**src/rtl/mvm_out_requant.sv**
```systemverilog
// Requantizing output stage for the 3x3 MVM: ReLU, rounded shift, int8 saturation,
// a small result FIFO and end-of-vector tagging, with sticky overflow/saturation flags.
module mvm_out_requant #(
   parameter int VEC_LEN = 3,
   parameter int SHIFT   = 4,
   parameter int DEPTH   = 4,
   parameter bit RELU_EN = 1'b1
) (
   input  logic        clk,
   input  logic        reset,
   input  logic        s_valid,
   output logic        s_ready,
   input  logic [15:0] data_in,
   input  logic        ovf_in,
   output logic        m_valid,
   input  logic        m_ready,
   output logic [7:0]  data_out,
   output logic        m_last,
   output logic        overflow,
   output logic        sat
);
   localparam int AW = (DEPTH > 1) ? $clog2(DEPTH) : 1;
   localparam int CW = (VEC_LEN > 1) ? $clog2(VEC_LEN) : 1;
   localparam logic signed [16:0] RND =
      (SHIFT > 0) ? (17'sd1 <<< ((SHIFT > 0) ? SHIFT - 1 : 0)) : 17'sd0;
   localparam logic [AW:0]   FULL_CNT = (AW + 1)'(DEPTH);
   localparam logic [CW-1:0] LAST_IDX = CW'(VEC_LEN - 1);

   logic [8:0]    mem_q [DEPTH];
   logic [8:0]    mem_d [DEPTH];
   logic [AW-1:0] wr_ptr_q, wr_ptr_d;
   logic [AW-1:0] rd_ptr_q, rd_ptr_d;
   logic [AW:0]   cnt_q, cnt_d;
   logic [CW-1:0] elem_q, elem_d;
   logic          s_ready_q, s_ready_d;
   logic          overflow_q, overflow_d;
   logic          sat_q, sat_d;

   logic signed [16:0] y;
   logic signed [16:0] r;
   logic [7:0]         q8;
   logic               sat_elem;
   logic               push;
   logic               pop;
   logic               last_elem;

   // 17-bit datapath keeps 32767 + rounding constant from wrapping before the shift
   always_comb begin
      y = {data_in[15], data_in};
      if (RELU_EN && data_in[15]) begin
         y = '0;
      end
      r        = (y + RND) >>> SHIFT;
      sat_elem = 1'b0;
      q8       = r[7:0];
      if (r > 17'sd127) begin
         q8       = 8'h7f;
         sat_elem = 1'b1;
      end else if (r < -17'sd128) begin
         q8       = 8'h80;
         sat_elem = 1'b1;
      end
   end

   assign m_valid   = (cnt_q != '0);
   assign push      = s_valid && s_ready_q;
   assign pop       = m_valid && m_ready;
   assign last_elem = (elem_q == LAST_IDX);

   always_comb begin
      mem_d      = mem_q;
      wr_ptr_d   = wr_ptr_q;
      rd_ptr_d   = rd_ptr_q;
      elem_d     = elem_q;
      overflow_d = overflow_q;
      sat_d      = sat_q;
      if (push) begin
         mem_d[wr_ptr_q] = {q8, last_elem};
         wr_ptr_d        = wr_ptr_q + AW'(1);
         elem_d          = last_elem ? '0 : elem_q + CW'(1);
         overflow_d      = overflow_q | ovf_in;
         sat_d           = sat_q | sat_elem;
      end
      if (pop) begin
         rd_ptr_d = rd_ptr_q + AW'(1);
      end
      cnt_d     = cnt_q + {{AW{1'b0}}, push} - {{AW{1'b0}}, pop};
      s_ready_d = (cnt_d != FULL_CNT);
   end

   always_ff @(posedge clk) begin
      if (reset) begin
         wr_ptr_q   <= '0;
         rd_ptr_q   <= '0;
         cnt_q      <= '0;
         elem_q     <= '0;
         s_ready_q  <= 1'b1;
         overflow_q <= 1'b0;
         sat_q      <= 1'b0;
      end else begin
         wr_ptr_q   <= wr_ptr_d;
         rd_ptr_q   <= rd_ptr_d;
         cnt_q      <= cnt_d;
         elem_q     <= elem_d;
         s_ready_q  <= s_ready_d;
         overflow_q <= overflow_d;
         sat_q      <= sat_d;
      end
   end

   // Storage needs no reset: the head is masked whenever the FIFO is empty
   always_ff @(posedge clk) begin
      mem_q <= mem_d;
   end

   assign s_ready  = s_ready_q;
   assign data_out = m_valid ? mem_q[rd_ptr_q][8:1] : 8'h00;
   assign m_last   = m_valid ? mem_q[rd_ptr_q][0] : 1'b0;
   assign overflow = overflow_q;
   assign sat      = sat_q;
endmodule

```
**config.mk**
```make
export PLATFORM = sky130hd
export DESIGN_NAME = mvm_out_requant
export DESIGN_NICKNAME = d
export VERILOG_FILES = /design/src/rtl/mvm_out_requant.sv
export SDC_FILE = /design/constraint.sdc
export NUM_CORES = 1
export LEC_CHECK = 0
export CORE_MARGIN = 2
export CORE_UTILIZATION = 30
export DETAILED_ROUTE_END_ITERATION = 16
export GPL_TIMING_DRIVEN = 0
export MAX_ROUTING_LAYER = met4
export PLACE_DENSITY_LB_ADDON = 0.12
export REMOVE_ABC_BUFFERS = 1
export SLEW_MARGIN = 20
export SYNTH_ARGS = -nofsm -noshare
export SYNTH_HDL_FRONTEND = slang
export SYNTH_SLANG_ARGS = --single-unit
```
**constraint.sdc**
```tcl
create_clock -name clk -period 3.1 [get_ports clk]
set_input_delay 0.62 -clock clk [delete_from_list [all_inputs] [get_ports clk]]
set_output_delay 0.62 -clock clk [all_outputs]
set_load 0.05 [all_outputs]
```
Yosys cells after proc, flatten, opt, wreduce, memory -nomap -nowiden

Cells that the tools add are included.

Register bits: 48
Logic and storage cells: 46

Muxes and demuxes: 14
$add $sub $neg: 6
Bitwise operators: 4
Eq/ne operators: 2
Order comparisons: 5
Reduce and logical (&&, ||, !) cells: 4

Operator list:

| kind                  | number |
|---|---|
| $bwmux 36             | 1 |
| $mux 9                | 3 |
| $mux 8                | 3 |
| $bmux 9 s2            | 1 |
| $demux 9 s2           | 1 |
| $add 15x4->16 const B | 1 |
| $mux 15               | 1 |
| $lt 13x8->1 const B   | 1 |
| $gt 12x7->1 const B   | 1 |
| $add 2x1->2 const B   | 3 |
| $ge 3x3->1 const B    | 2 |
| $not 2->3             | 2 |
| $add 3x1->3           | 1 |
| $logic_and 1x1->1     | 3 |
| $lt 3x1->1 const B    | 1 |
| $mux 1                | 3 |
| $ne 3x3->1 const B    | 1 |
| $reduce_bool 3->1     | 1 |
| $sub 3x1->3           | 1 |
| $eq 2x2->1 const B    | 1 |
| $mux 2                | 1 |
| $or 1x1->1            | 2 |

Longest topological paths before layout

Depth in word-level cells: 6
Depth in mapped cells: 10
Mapped depth without buffers: 10

Worst setup path after synthesis

No wires, ideal clock.

Path kind: register to register
Start point: register s_ready_q (netlist: s_ready)
End point: register s_ready_q (netlist: s_ready)
Buffers on the path: 0
Arrival time: 2.300 ns
Stages on the path, launching flop included: 10
Setup slack: 0.683 ns
Data required time: 2.983 ns
Setup time: 0.117 ns
Path through: dfxtp_1 -> nand2_1 -> ha_1 -> inv_1 -> ha_1 -> fa_1 -> xnor2_1 -> xnor2_1 -> nor2_1 -> nand2_1

Cells in the longest elaborated chain, start to end: 4

Ends and longest elaborated chain:

| item                   | line | RTL |
|---|---|---|
| start, declared        | 35   | `logic s_ready_q, s_ready_d;` |
| start signal, assigned | 105  | `s_ready_q <= s_ready_d;` |
| $logic_and 1x1->1      | 66   | `assign push = s_valid && s_ready_q;` |
| $add 3x1->3            | 87   | `cnt_d = cnt_q + {{AW{1'b0}}, push} - {{AW{1'b0}}, pop};` |
| $sub 3x1->3            | 87   |  |
| $ne 3x3->1             | 88   | `s_ready_d = (cnt_d != FULL_CNT);` |

No other way between the ends.
A chain may end at the register's enable or synchronous reset.

Worst setup path after layout

Start point: register rd_ptr_q[0]
End point: output data_out[6]

Cells in the longest elaborated chain, start to end: 5

Ends and longest elaborated chain:

| item                            | line | RTL |
|---|---|---|
| start, declared                 | 32   | `logic [AW-1:0] rd_ptr_q, rd_ptr_d;` |
| start signal, assigned          | 102  | `rd_ptr_q <= rd_ptr_d;` |
| $not 2->3 (not written as such) | 117  | `assign data_out = m_valid ? mem_q[rd_ptr_q][8:1] : 8'h00;` |
| $bmux 9 s2                      | 117  |  |
| $mux 9 (2 in a row)             | --   |  |
| $mux 8                          | 117  |  |
| end, declared                   | 17   | `output logic [7:0] data_out,` |

No other way between the ends. The select of a mux whose other input is x is not followed.

==> metrics.csv <==
stage;metric;value;unit
worst_hold_path;holdCritStartpoint;overflow$_SDFFE_PP0P_;
drt;drt-initial-drc-count;30;
timing;hold_viol;0;
synth;ys_seq_elements;48;
cells_and_area;post_layout_nonfiller_instances;290;
worst_setup_path;critPathKind;reg -> out;
synth;synth-simple-area-share;14.1;%
place;port_buffers;30;
worst_setup_path;start_kind;flop;
synth;synthDistinctLibCells;33;
clock_network;cts_buffers;5;
power;swShare;34.9;%
timing;skew;0.00380;ns
floorplan;dieHeight;89.0;µm
worst_setup_path;cp-end-kind;output port;
run;maxCapViolations;0;
synth;synthAdderAreaFrac;4.97;%
timing;fin_crit;2.92;ns
clock_network;root_buffer;clkbuf_8;
synth;synth_common_cells;36 x edfxtp_1, 13 x nor2_1, 12 x dfxtp_1;
global_routing;antenna_found_initial;0;
timing;fin_crit_sh;94.2;%
synth;synth_warnings;0;
worst_setup_path;cpPeakStageDelay;0.70;ns
worst_setup_path;r2r-start;cnt_q[2]$_SDFF_PP0_;
drt;drc;0;
power;p_leak;0.944;nW
drt;first_pass_iters;4;
cells_and_area;layout.nets;222;
clock_network;insertion_delay;0.29;ns
clock_network;cts_hold_buf;0;
clock_network;clk_path_buf_depth;2;
power;power_density;908;mW/mm²
synth;synth.most_common_cell;edfxtp_1;
synth;ys_top_cells_by_area;edfxtp_1 50%, dfxtp_1 11%, mux4_2 9.4%;
synth;synthFlopType;edfxtp_1;
power;power;2.48;mW
floorplan;coreArea;0.00691;mm²
synth;async_reset_ff_share;0;%
power;p_int;1.62;mW
synth;syn_avg_cell_area;13.7;µm²
synth;synthXorXnorAreaFrac;4.04;%
synth;syn-instance-count;158;
clock_network;cts.htree.levels;2;
global_routing;grt_pass1_vias;1339;
timing;relSlewSlack;63.5;%
timing;finalSetupViolations;0;
timing;drv_slew;0;
floorplan;ios;34;
worst_setup_path;cp_max_fo;11;
worst_setup_path;path_cells;mux4_2 > and2_1 > clkdlybuf4s50_1;
power;switchingPower;0.868;mW
worst_setup_path;required;2.48;ns
place;place_inst;282;
worst_setup_path;arrival;2.30;ns
clock_network;cts_tree;built;
synth;synth_top_area_share;49.9;%
outcome;outcome;complete, no violations;
drt;avgViaCountPerCell;4.56;
worst_setup_path;cpLargestDelayFamily;buffers and inverters;
synth;synth_top_area_cell;edfxtp_1;
place;dp_hpwl;2820;µm
place;gp_congestion;0.844;
global_routing;grt_pass1_wl;6480;µm
synth;synth_compound_area_share;4.21;%
floorplan;start_util;31.4;%
worst_setup_path;setup.worst_path.start;rd_ptr_q[0]$_SDFFE_PP0P_;
power;clockPowerShare;24.1;%
floorplan;num_rows;30;
synth;synth_top_family_by_area;simple AND/OR/NAND/NOR gates;
cells_and_area;antenna_cells;0;
global_routing;grt_overflow;0;
synth;ys_seq_area_share;61.0;%
synth;synth_edf_count;36;
floorplan;die_area;0.00792;mm²
power;vdd_drop_max;0.235;mV
worst_setup_path;critPathSlowestCell;clkdlybuf4s50_1;
synth;muxShareOfSynthArea;9.35;%
floorplan;die_w;89.0;µm
timing;worst_slew_pin_slew;0.547;ns
drt;finalWirelength;3970;µm
timing;fin_tns_setup;0;ns
drt;ant_nets;0;
global_routing;track_usage;11.5;%
timing;max_freq;342;MHz
cells_and_area;area_delta_synth_final;26.2;%
clock_network;post-cts-setup-buffer-count;0;
clock_network;path_clk_slew;0.09;ns
clock_network;cts_sinks;48;
worst_setup_path;path_buf_inv;1;
timing;holdWs;0.470;ns
cells_and_area;drive_above_1_share;9.79;%
timing;rsz0062_at_grt;no;
synth;synth_area;0.00217;mm²
worst_hold_path;min_path_type;reg -> reg;
drt;vias;1321;
power;p_seq_share;36.4;%
global_routing;grt_max_degree;16;
power;combPwrFrac;39.5;%
drt;routedWlPerCell;13.7;µm
clock_network;cts_resized;1;
## through the flow
step	util, %	area (µm²)	setup slack [ns]
floorplan	-	2150	0.485
global placement	37.3	2570	0.166
detailed placement	37.3	2570	0.0646
CTS	39.6	2740	0.116
global route	39.6	2740	0.0649
finish	39.6	2740	0.178
## logic make-up (layout without fill, tap and decap cells)
family / after synthesis / after routing
flops: 48 / 48
other cells: 1 / 4
fa+ha+maj: 8 / 8
buf+inv: 11 / 44
simple gates: 56 / 56
mux: 9 / 9
xor+xnor: 10 / 10
compound gates: 15 / 15
## layer usage
metal  part of all wire (%)  GRT usage [%]  wire, µm  up-vias
met5                      0              -         0        -
met4                    1.5           4.07        58        0
met3                    4.2           3.23       166        6
met2                     51           19.1      2010       33
met1                     44           13.3      1730      637
li1                       -              -         -      645
## sequential cells by signal, summed over array words and instances (netlist names)
signal	count
rd_ptr_q	2
elem_q	2
mem_q	36
overflow	1
s_ready	1
cnt_q	3
sat	1
wr_ptr_q	2
## final timing paths
kind,to,slack [ns],cells past startpoint
worst max-delay path,data_out[6],0.18,3
worst min-delay path,overflow$_SDFFE_PP0P_,0.47,2
worst max register to register,s_ready$_SDFF_PP1_,0.46,10
worst min register to register,overflow$_SDFFE_PP0P_,0.47,2
## area by class of cell
cell class	instances	area, µm²
tap	96	120
inverter	6	22.5
clock inverter	3	90.1
timing repair buffer	30	300
clock buffer	5	68.8
sequential	48	1320
fill	666	4170
multi-input combinational	102	811
## cell usage in the layout (no fill, tap or decap), drive strengths merged
| cell type | n |
|---|---|
| nor3 | 1 |
| and2 | 10 |
| nand4 | 3 |
| nand2 | 7 |
| conb | 4 |
| a21oi | 8 |
| nand3b | 1 |
| and4 | 1 |
| ha | 7 |
| bufinv | 3 |
| a31oi | 2 |
| xnor2 | 7 |
| or4 | 1 |
| and4b | 1 |
| o21bai | 1 |
| and3 | 5 |
| nand3 | 5 |
| edfxtp | 36 |
| mux4 | 9 |
| xor2 | 3 |
| fa | 1 |
| a21o | 2 |
| a221oi | 1 |
| clkdlybuf4s50 | 30 |
| nor2b | 5 |
| inv | 6 |
| nor2 | 13 |
| nor4b | 1 |
| a211oi | 1 |
| or3 | 2 |
| dfxtp | 12 |
| clkbuf | 5 |
## tightest hold or removal path, cell delays in order, from the launching register on
cell	delay (ns)
dfxtp_1	0.33
a31oi_1	0.04
nor2_1	0.07
## power groups by stage
stage	sequential, mW	clock, mW	combinational, mW
floorplan	0.925	0	0.664
global placement	0.914	0	0.982
detailed placement	0.923	0	0.995
CTS	0.909	0.616	0.999
global route	0.923	0.642	1.05
finish	0.904	0.600	0.981
Power figures use the tool's default switching activity.
